File: src/rtl/vrot_32.sv
// Four-lane SIMD rotate-left unit: each 32-bit lane of state_in is rotated by the
// low log2(LANE_W) bits of the matching lane of bits_to_rotate; result registered once.
module vrot_32 #(
    parameter int LANES  = 4,
    parameter int LANE_W = 32
) (
    input  logic                      clk,
    input  logic                      rst_n,
    input  logic                      in_valid,
    input  logic [LANES*LANE_W-1:0]   state_in,
    input  logic [LANES*LANE_W-1:0]   bits_to_rotate,
    output logic [LANES*LANE_W-1:0]   state_out,
    output logic                      out_valid
);

    localparam int SHW = $clog2(LANE_W);

    logic [LANES*LANE_W-1:0] res;
    // Amount bits above SHW are deliberately discarded (rotation is mod LANE_W).
    logic [LANES-1:0]        unused_hi;

    for (genvar l = 0; l < LANES; l++) begin : g_lane
        logic [SHW-1:0]    amt;
        logic [LANE_W-1:0] stage [SHW+1];

        assign amt       = bits_to_rotate[l*LANE_W +: SHW];
        assign unused_hi[l] = ^bits_to_rotate[l*LANE_W+SHW +: LANE_W-SHW];
        assign stage[0]  = state_in[l*LANE_W +: LANE_W];

        // Stage s rotates by 2**s when amount bit s is set; amount 0 passes through.
        for (genvar s = 0; s < SHW; s++) begin : g_stage
            localparam int K = 1 << s;
            assign stage[s+1] = amt[s]
                ? {stage[s][LANE_W-1-K:0], stage[s][LANE_W-1 -: K]}
                : stage[s];
        end

        assign res[l*LANE_W +: LANE_W] = stage[SHW];
    end

    always_ff @(posedge clk or negedge rst_n) begin
        if (!rst_n) begin
            state_out <= '0;
            out_valid <= 1'b0;
        end else begin
            out_valid <= (in_valid == 1'b1);
            if (in_valid == 1'b1) begin
                state_out <= res;
            end
        end
    end

endmodule

File: config.mk
export PLATFORM = sky130hd
export DESIGN_NAME = vrot_32
export DESIGN_NICKNAME = d
export VERILOG_FILES = /design/src/rtl/vrot_32.sv
export SDC_FILE = /design/constraint.sdc
export NUM_CORES = 1
export LEC_CHECK = 0
export BUFFER_PORTS_ARGS = -buffer_cell sky130_fd_sc_hd__buf_2
export CAP_MARGIN = 20
export CORE_ASPECT_RATIO = 1.2
export CORE_MARGIN = 10
export CORE_UTILIZATION = 50
export DETAILED_ROUTE_END_ITERATION = 16
export PLACE_DENSITY_LB_ADDON = 0.3
export SYNTH_ARGS = -nofsm -noshare
export SYNTH_HDL_FRONTEND = slang
export SYNTH_SLANG_ARGS = --single-unit
File: constraint.sdc
create_clock -name clk -period 1.6 [get_ports clk]
set_input_delay 0.32 -clock clk [delete_from_list [all_inputs] [get_ports clk]]
set_output_delay 0.32 -clock clk [all_outputs]
set_load 0.005 [all_outputs]
==> reports/metrics.yaml, run 1 <==
status: "finished clean"
grt_max_degree: 43
worstPathRequired_ns: 1.91
synth.distinct_cells: 35
portBuffers: 279
regArea_mm2: 0.00323
period_needed_ns: 1.59
slew-limit-headroom: 0.644
ys_seq_elements: 129
worst-setup-path-type: "in -> reg"
powerDensity_mw_per_mm2: 795
drv_slew: 0
synth.area.top_cells: "dfrtp_1 (27%), a22oi_1 (21%), a31o_2 (8.6%)"
vias: 13900
fin_nets: 2027
worst_ep_arrival_time_ns: 1.90
synth_area_leader_cell: "dfrtp_1"
clock_latency_ns: 0.43
clkTransAtPathRegs_ns: 0.06
clock-sinks: 129
fill_cells: 1676
routabilityCongestion: 0.967
cts_max_level: 4
clockRootBuffer: "clkbuf_16"
fin_util: 0.753
hpwl_mm: 38.0
overflow: 0
async_flop_share: 1.00
r2r_slack_ns: 0.66
cp-startpoint: "bits_to_rotate[97]"
pwr-share-comb: 0.421
synth.most_common_cell: "a22oi_1"
synth-edff-count: 0
syn_area_mm2: 0.0118
ys_warn_count: 0
ir_drop_mv: 0.863
area_delta_synth_final_pct: 48.4
globalRouteTotalUtil: 0.312
cts_made_buffers: 17
dp_slack_ns: -0.537
grt_pass1_vias: 13900
coreArea_mm2: 0.0232
detail-route-antenna-nets: 0
syn_area_per_cell_um2: 9.06
yosys.area.top_type_share: 0.274
drtIter0Drc: 1798
power.leakage_nw: 7.41
io_pins: 388
start_util: 0.508
antenna_cells: 0
max_cap_viol_count: 0
ys.flop_type: "dfrtp_1"
die_area_mm2: 0.0301
swShare: 0.352
fp-row-count: 61
antenna_found_initial: 1
worstReg2RegStart: "state_out[124]"
setup_viol: 0
wl_mm: 49.7
die_w_um: 160
syn_inst: 1300
rsz0062_at_grt: "true"
cp-start-kind: "input port"
layout-drive-gt1-share: 0.523
hold_viol_final: 0
cts_tree: "built"
drt-pass1-iter-count: 7
min_path_type: "in -> async"
crit_fanout: 8
wl_per_cell_um: 23.7
tightest_slew_ns: 0.532
drc: 0
p_int_mw: 9.01
die_y_um: 188
grt_pass1_wl_mm: 77.4
synth.net_count: 1559
fin_ws_ns: 0.0116
multi_input_area_mm2: 0.00884
p_seq_frac: 0.298
clock_path_buffers: 2
worst_setup_path_end_kind: "flop"
finClkSkew_ns: 0
clockPowerShare: 0.281
avgViaCountPerCell: 6.65
ys_seq_area_frac: 0.274
finalCritPeriodShare: 0.993
fmax_mhz: 630
p_sw_mw: 4.89
synthTopCellsByCount: "a22oi_1 (335), nor2b_1 (138), dfrtp_1 (129), clkbuf_1 (122), a31o_2 (116)"
[power by group through the flow]
stage / Sequential [mW] / Combinational [mW] / Clock (mW)
detailed placement: 4.17 / 5.54 / 0
floorplan: 4.06 / 3.04 / 0
finish: 4.14 / 5.86 / 3.90
CTS: 4.12 / 5.63 / 3.90
global placement: 4.17 / 5.45 / 0
global route: 4.18 / 6.25 / 4.02
[stage by stage]
stage	instance area [µm²]	std cells	power, mW	TNS [ns]	hold WS (ns)
after global routing	17500	2095	14.5	-0.220	0.401
after global placement	16300	2049	9.62	-45.80	0.279
after floorplan	12600	1300	7.10	-11.13	0.0244
final	17500	2095	13.9	0	0.382
after CTS	17100	2084	13.7	0	0.387
after detailed placement	16300	2049	9.71	-47.45	0.285
[placed cells by master, fill, tap and decap left out, types with 33 or more instances in the layout]
master / instances
dfrtp_1: 129
buf_4: 269
buf_2: 274
nand2_1: 65
a22oi_1: 321
nor2b_1: 132
o211ai_1: 33
buf_12: 42
mux2_4: 36
mux2i_1: 42
a31o_2: 116
[cell type report]
cell class / instances / area share
inverters: 7 / 0.00150
flip-flops and latches: 129 / 0.185
clock inverters: 12 / 0.00780
multi-input cells: 1017 / 0.506
repair buffers: 596 / 0.252
well taps: 315 / 0.0226
clock buffers: 19 / 0.0253
[layer usage]
layer,wire [µm],GRT usage,share of wire,vias up
met3,4070,0.0655,0.082,121
met2,24000,0.519,0.48,834
met4,1820,0.134,0.037,2
met1,19800,0.381,0.40,6758
li1,-,-,-,6223
met5,17,0.00168,0.00034,-
[worst max-delay path, cell delays in order]
cell	delay (ns)
buf_2	0.15
or2_2	0.39
o22ai_4	0.22
nor2_4	0.08
mux4_2	0.46
mux2_4	0.27
[kinds of logic (layout without fill, tap and decap cells)]
family | Yosys count | count (layout) | share of synthesized area
flops | 129 | 129 | 0.274
buf+inv | 154 | 634 | 0.0543
compound gates | 618 | 618 | 0.415
mux | 152 | 152 | 0.143
simple gates | 247 | 247 | 0.113
[repair_timing]
action / 4_1_cts / 5_1_grt
hold buffers: 1 / 0
pin swaps: 5 / 11
setup buffers: 1 / 9
endpoints found under the hold margin: 24 / 0
cloned: 2 / 2
resized for setup: 25 / 52
endpoints found under the setup margin: 8 / 87
[path summary, 6_finish.rpt]
kind / depth (start not counted) / endpoint
worst max-delay path: 6 / state_out[114]
worst min-delay path: 2 / state_out[1]
worst max register to register: 2 / state_out[124]
worst min register to register: 1 / state_out[106]
max in group asynchronous: 3 / state_out[71]
min in group clk: 2 / state_out[37]
[flip-flops by register name, summed over array words and instances (netlist names)]
signal and cells:
out_valid 1, state_out 128
Power figures use the tool's default switching activity.
==> run 2, diff against run 1 <==
--- a/config.mk
+++ b/config.mk
@@ -5,11 +5,14 @@
 export SDC_FILE = /design/constraint.sdc
 export NUM_CORES = 1
 export LEC_CHECK = 0
+export ABC_AREA = 1
 export BUFFER_PORTS_ARGS = -buffer_cell sky130_fd_sc_hd__buf_2
 export CAP_MARGIN = 20
+export CELL_PAD_IN_SITES_DETAIL_PLACEMENT = 0
+export CELL_PAD_IN_SITES_GLOBAL_PLACEMENT = 2
 export CORE_ASPECT_RATIO = 1.2
 export CORE_MARGIN = 10
-export CORE_UTILIZATION = 50
+export CORE_UTILIZATION = 28
 export DETAILED_ROUTE_END_ITERATION = 16
 export PLACE_DENSITY_LB_ADDON = 0.3
 export SYNTH_ARGS = -nofsm -noshare
==> reports/metrics.yaml, run 2 <==
routabilityCongestion: 0.950
min_path_type: "in -> reg"
setup_viol: 0
synth.net_count: 2369
clock_latency_ns: 0.44
die_y_um: 250
power_mw: 12.4
worstReg2RegStart: "state_out[25]"
cp-start-kind: "flop"
slew-limit-headroom: 0.698
syn_area_per_cell_um2: 5.86
avgViaCountPerCell: 5.21
antenna_found_initial: 1
fin_ws_ns: 0.259
fp-row-count: 84
crit_fanout: 2
fin_cells: 2898
rsz0062_at_grt: "false"
syn_area_mm2: 0.0124
worstPathRequired_ns: 1.28
top_register: "state_out"
slowest_stage: "dfrtp_1"
clockRootBuffer: "clkbuf_16"
place_inst: 2867
drc: 0
ys.flop_type: "dfrtp_1"
r2r_slack_ns: 0.93
ys_seq_area_frac: 0.261
async_flop_share: 1.00
drt-pass1-iter-count: 5
most-common-layout-cells: "nand3_1 (894), nand2_1 (789), buf_2 (277)"
fill_cells: 4931
ys_warn_count: 0
hpwl_mm: 41.7
grt_max_degree: 50
cts_max_level: 4
detail-route-antenna-nets: 0
wl_mm: 51.9
clkTransAtPathRegs_ns: 0.07
fin_nets: 2587
portBuffers: 279
period_needed_ns: 1.34
status: "finished clean"
finalCritPeriodShare: 0.838
vias: 15100
clock-sinks: 129
wl_per_cell_um: 17.9
cp-startpoint: "state_out[66]"
cts_setup_buffers: 0
drv_slew: 0
overflow: 0
finClkSkew_ns: 0
cts_made_buffers: 17
tightest_slew_ns: 0.452
ys_seq_elements: 129
ir_drop_mv: 0.747
clock_path_buffers: 2
drtIter0Drc: 1341
globalRouteTotalUtil: 0.191
fmax_mhz: 746
path_buf_inv: 1
io_pins: 388
powerDensity_mw_per_mm2: 811
grt_pass1_wl_mm: 81.2
worst_ep_arrival_time_ns: 1.02
area_delta_synth_final_pct: 23.6
largest_reg_flops: 128
synth.most_common_cell: "nand3_1"
endpoint: "state_out[66]"
antenna_cells: 0
hold_viol_final: 0
rr_worst_depth: 2
max_cap_viol_count: 0
cts_tree: "built"
coreArea_mm2: 0.0437
r2r_end: "state_out[25]"
worst_setup_path_end_kind: "output port"
die_area_mm2: 0.0530
synth_area_leader_cell: "nand3_1"
worst-setup-path-type: "reg -> out"
grt_pass1_vias: 14400
dp_slack_ns: -0.0457
synth-edff-count: 0
cp.depth: 1
crit_family: "flip-flops"
power.leakage_nw: 8.00
start_util: 0.283
yosys.area.top_type_share: 0.362
cpPeakStageDelay_ns: 0.41
tns_ns: 0
synth.distinct_cells: 15
top_regs: "state_out (128), out_valid (1)"
worstPathCellList: "buf_2"
die_w_um: 212
synthTopCellsByCount: "nand3_1 (894), nand2_1 (789), dfrtp_1 (129), nand2_2 (107), clkbuf_1 (63)"
fin_util: 0.349
synth.area.top_cells: "nand3_1 (36%), dfrtp_1 (26%), nand2_1 (24%)"
layout-drive-gt1-share: 0.221
final_common_cell: "nand3_1"
syn_inst: 2110
==> run 2: cell families (layout without fill, tap and decap cells) <==
logic type / count (synthesis) / count (layout) / synth area share
flip-flops: 129 / 129 / 0.261
buffers and inverters: 189 / 418 / 0.0810
AND/OR/NAND/NOR: 1792 / 1792 / 0.658
==> run 2: per-stage QoR <==
stage	area [µm²]	hold WS, ns
floorplan	12400	0.0244
global placement	14700	0.277
detailed placement	14700	0.282
CTS	15300	0.257
global route	15300	0.274
finish	15300	0.277
==> run 2: final cells by class <==
type	instances	area (µm²)	share of cell area
Tap cell	559	699	0.0458
Clock buffer	18	439	0.0288
Inverter	21	96.3	0.00631
Sequential cell	129	3230	0.211
Clock inverter	12	136	0.00893
Multi-Input combinational cell	1792	8130	0.532
Timing Repair Buffer	367	2540	0.167
==> run 2: worst min path at each step <==
stage / to / depth (start not counted) / slack (ns) / start
finish: out_valid / 2 / 0.28 / in_valid
global route: out_valid / 2 / 0.27 / in_valid
CTS: out_valid / 2 / 0.26 / in_valid
detailed placement: state_out[56] / 1 / 0.28 / rst_n
global placement: state_out[54] / 1 / 0.28 / rst_n
floorplan: out_valid / 0 / 0.02 / rst_n
==> run 2: routing by layer <==
metal	vias to the layer above	GRT usage	share of wire
met2	495	0.310	0.47
li1	7513	-	-
met1	7027	0.252	0.45
met4	2	0.0564	0.020
met3	52	0.0362	0.059
met5	-	0	0.00039
==> run 2: repair_timing <==
| item | 4_1_cts | 5_1_grt |
|---|---|---|
| hold endpoints to repair | 36 | 0 |
| hold buffers | 1 | 0 |
| gates resized for setup | 0 | 0 |
==> run 2: report_power, final <==
group | internal, mW | total (mW) | switching (mW)
Combinational | 1.66 | 4.47 | 2.80
Sequential | 3.71 | 4.00 | 0.285
Clock | 2.32 | 3.92 | 1.60
Total | 7.70 | 12.4 | 4.69
==> run 3, diff against run 2 <==
--- a/config.mk
+++ b/config.mk
@@ -12,7 +12,7 @@
 export CELL_PAD_IN_SITES_GLOBAL_PLACEMENT = 2
 export CORE_ASPECT_RATIO = 1.2
 export CORE_MARGIN = 10
-export CORE_UTILIZATION = 28
+export CORE_UTILIZATION = 24
 export DETAILED_ROUTE_END_ITERATION = 16
 export PLACE_DENSITY_LB_ADDON = 0.3
 export SYNTH_ARGS = -nofsm -noshare
==> constraint.sdc (replaced) <==
create_clock -name clk -period 1.2 [get_ports clk]
set_input_delay 0.24 -clock clk [delete_from_list [all_inputs] [get_ports clk]]
set_output_delay 0.24 -clock clk [all_outputs]
set_load 0.005 [all_outputs]
==> reports/metrics.yaml, run 3 (synthesis results as in run 2) <==
globalRouteTotalUtil: 0.179
vias: 15400
grt_max_degree: 65
r2r_slack_ns: 0.35
r2r_end: "state_out[35]"
min_path_type: "in -> async"
slew-limit-headroom: 0.799
cts_max_level: 4
crit_fanout: 2
final_common_cell: "nand3_1"
die_y_um: 269
grt_pass1_wl_mm: 85.7
fill_cells: 5742
path_buf_inv: 1
worst-setup-path-type: "reg -> out"
drc: 0
worst_setup_path_end_kind: "output port"
avgViaCountPerCell: 5.04
antenna_found_initial: 0
top_regs: "state_out (128), out_valid (1)"
coreArea_mm2: 0.0511
crit_family: "flip-flops"
worstPathCellList: "buf_2"
fmax_mhz: 782
wl_per_cell_um: 18.3
cts_made_buffers: 17
period_needed_ns: 1.28
rsz0062_at_grt: "true"
cts_tree: "built"
worstReg2RegStart: "state_out[35]"
powerDensity_mw_per_mm2: 1070
overflow: 0
die_area_mm2: 0.0610
start_util: 0.242
drv_slew: 0
tightest_slew_ns: 0.302
cp-start-kind: "flop"
hpwl_mm: 44.0
finalHoldWorstSlack_ns: 0.184
routabilityCongestion: 0.906
die_w_um: 227
fin_ws_ns: -0.0784
drtIter0Drc: 1410
drt-pass1-iter-count: 6
violations: "negative setup slack"
clock_latency_ns: 0.44
finClkSkew_ns: 0
largest_reg_flops: 128
layout-drive-gt1-share: 0.246
place_area_mm2: 0.0149
finalCritPeriodShare: 1.07
detail-route-antenna-nets: 0
worst_ep_arrival_time_ns: 1.04
io_pins: 388
slowest_stage: "dfrtp_1"
grt_pass1_vias: 14800
area_delta_synth_final_pct: 31.2
status: "complete, but fails checks"
portBuffers: 279
clock-sinks: 129
ir_drop_mv: 0.608
power.leakage_nw: 8.42
clkTransAtPathRegs_ns: 0.07
cpPeakStageDelay_ns: 0.43
fin_nets: 2650
rr_worst_depth: 4
fp-row-count: 91
wl_mm: 56.0
clockRootBuffer: "clkbuf_16"
clock_path_buffers: 2
max_cap_viol_count: 0
design_area_mm2: 0.0162
worstPathRequired_ns: 0.96
setup_viol: 84
most-common-layout-cells: "nand3_1 (886), nand2_1 (788), buf_2 (255)"
hold_viol_final: 0
top_register: "state_out"
antenna_cells: 0
==> run 3: cell count changes in the layout (fill, tap and decap cells not counted), moves of 8 or more <==
cell	delta
nand3_1	-8
buf_4	+50
buf_12	+10
nand3_2	+8
buf_6	+21
buf_2	-22
==> run 3: per-stage QoR <==
step                      total power, mW  worst slack, ns  TNS, ns  utilization  cells
after global placement               11.6           -0.522   -46.72        0.292   2960
after global routing                 18.6           -0.131    -7.68        0.317   3054
after floorplan                      8.84         -0.00730   -0.246            -   2110
after CTS                            17.5           -0.142    -7.10        0.311   3029
after detailed placement             11.6           -0.528   -47.04        0.292   2960
final                                17.4          -0.0784    -2.22        0.317   3054
==> run 3: where the power goes <==
part | internal, mW | total (mW) | switching [mW]
registers | 4.95 | 5.39 | 0.434
logic | 2.71 | 6.63 | 3.93
clock network | 3.16 | 5.38 | 2.21
total | 10.8 | 17.4 | 6.58
==> run 3: what timing repair did <==
item | CTS | global route
setup endpoints to repair | 130 | 195
gates cloned | 0 | 2
hold buffers | 1 | 0
resized for setup | 33 | 24
setup buffers | 37 | 23
hold endpoints to repair | 129 | 0
==> run 3: worst max-delay path by stage <==
| stage | from | to | slack, ns | depth (start not counted) |
|---|---|---|---|---|
| global route | state_out[18] | state_out[18] | -0.13 | 1 |
| finish | state_out[17] | state_out[17] | -0.08 | 1 |
| detailed placement | bits_to_rotate[0] | state_out[10] | -0.53 | 10 |
| CTS | state_out[100] | state_out[100] | -0.14 | 1 |
| global placement | bits_to_rotate[0] | state_out[10] | -0.52 | 10 |
| floorplan | bits_to_rotate[97] | state_out[97] | -0.007 | 10 |
==> run 3: routing by layer <==
layer,vias to the layer above,share of wire,track usage
li1,7645,-,-
met1,7225,0.44,0.229
met2,471,0.49,0.302
met3,52,0.050,0.0270
met4,0,0.022,0.0581
met5,-,0,0
==> run 3: layout make-up <==
type                       instances  area (µm²)  share of cell area
clock inverter                    12         133             0.00818
clock buffer                      19         453              0.0280
multi-input combinational       1792        8170               0.504
sequential                       129        3230               0.199
inverter                          21         119             0.00734
tap                              651         815              0.0503
timing repair buffer             428        3270               0.202
timing repair inverter             2        17.5             0.00108
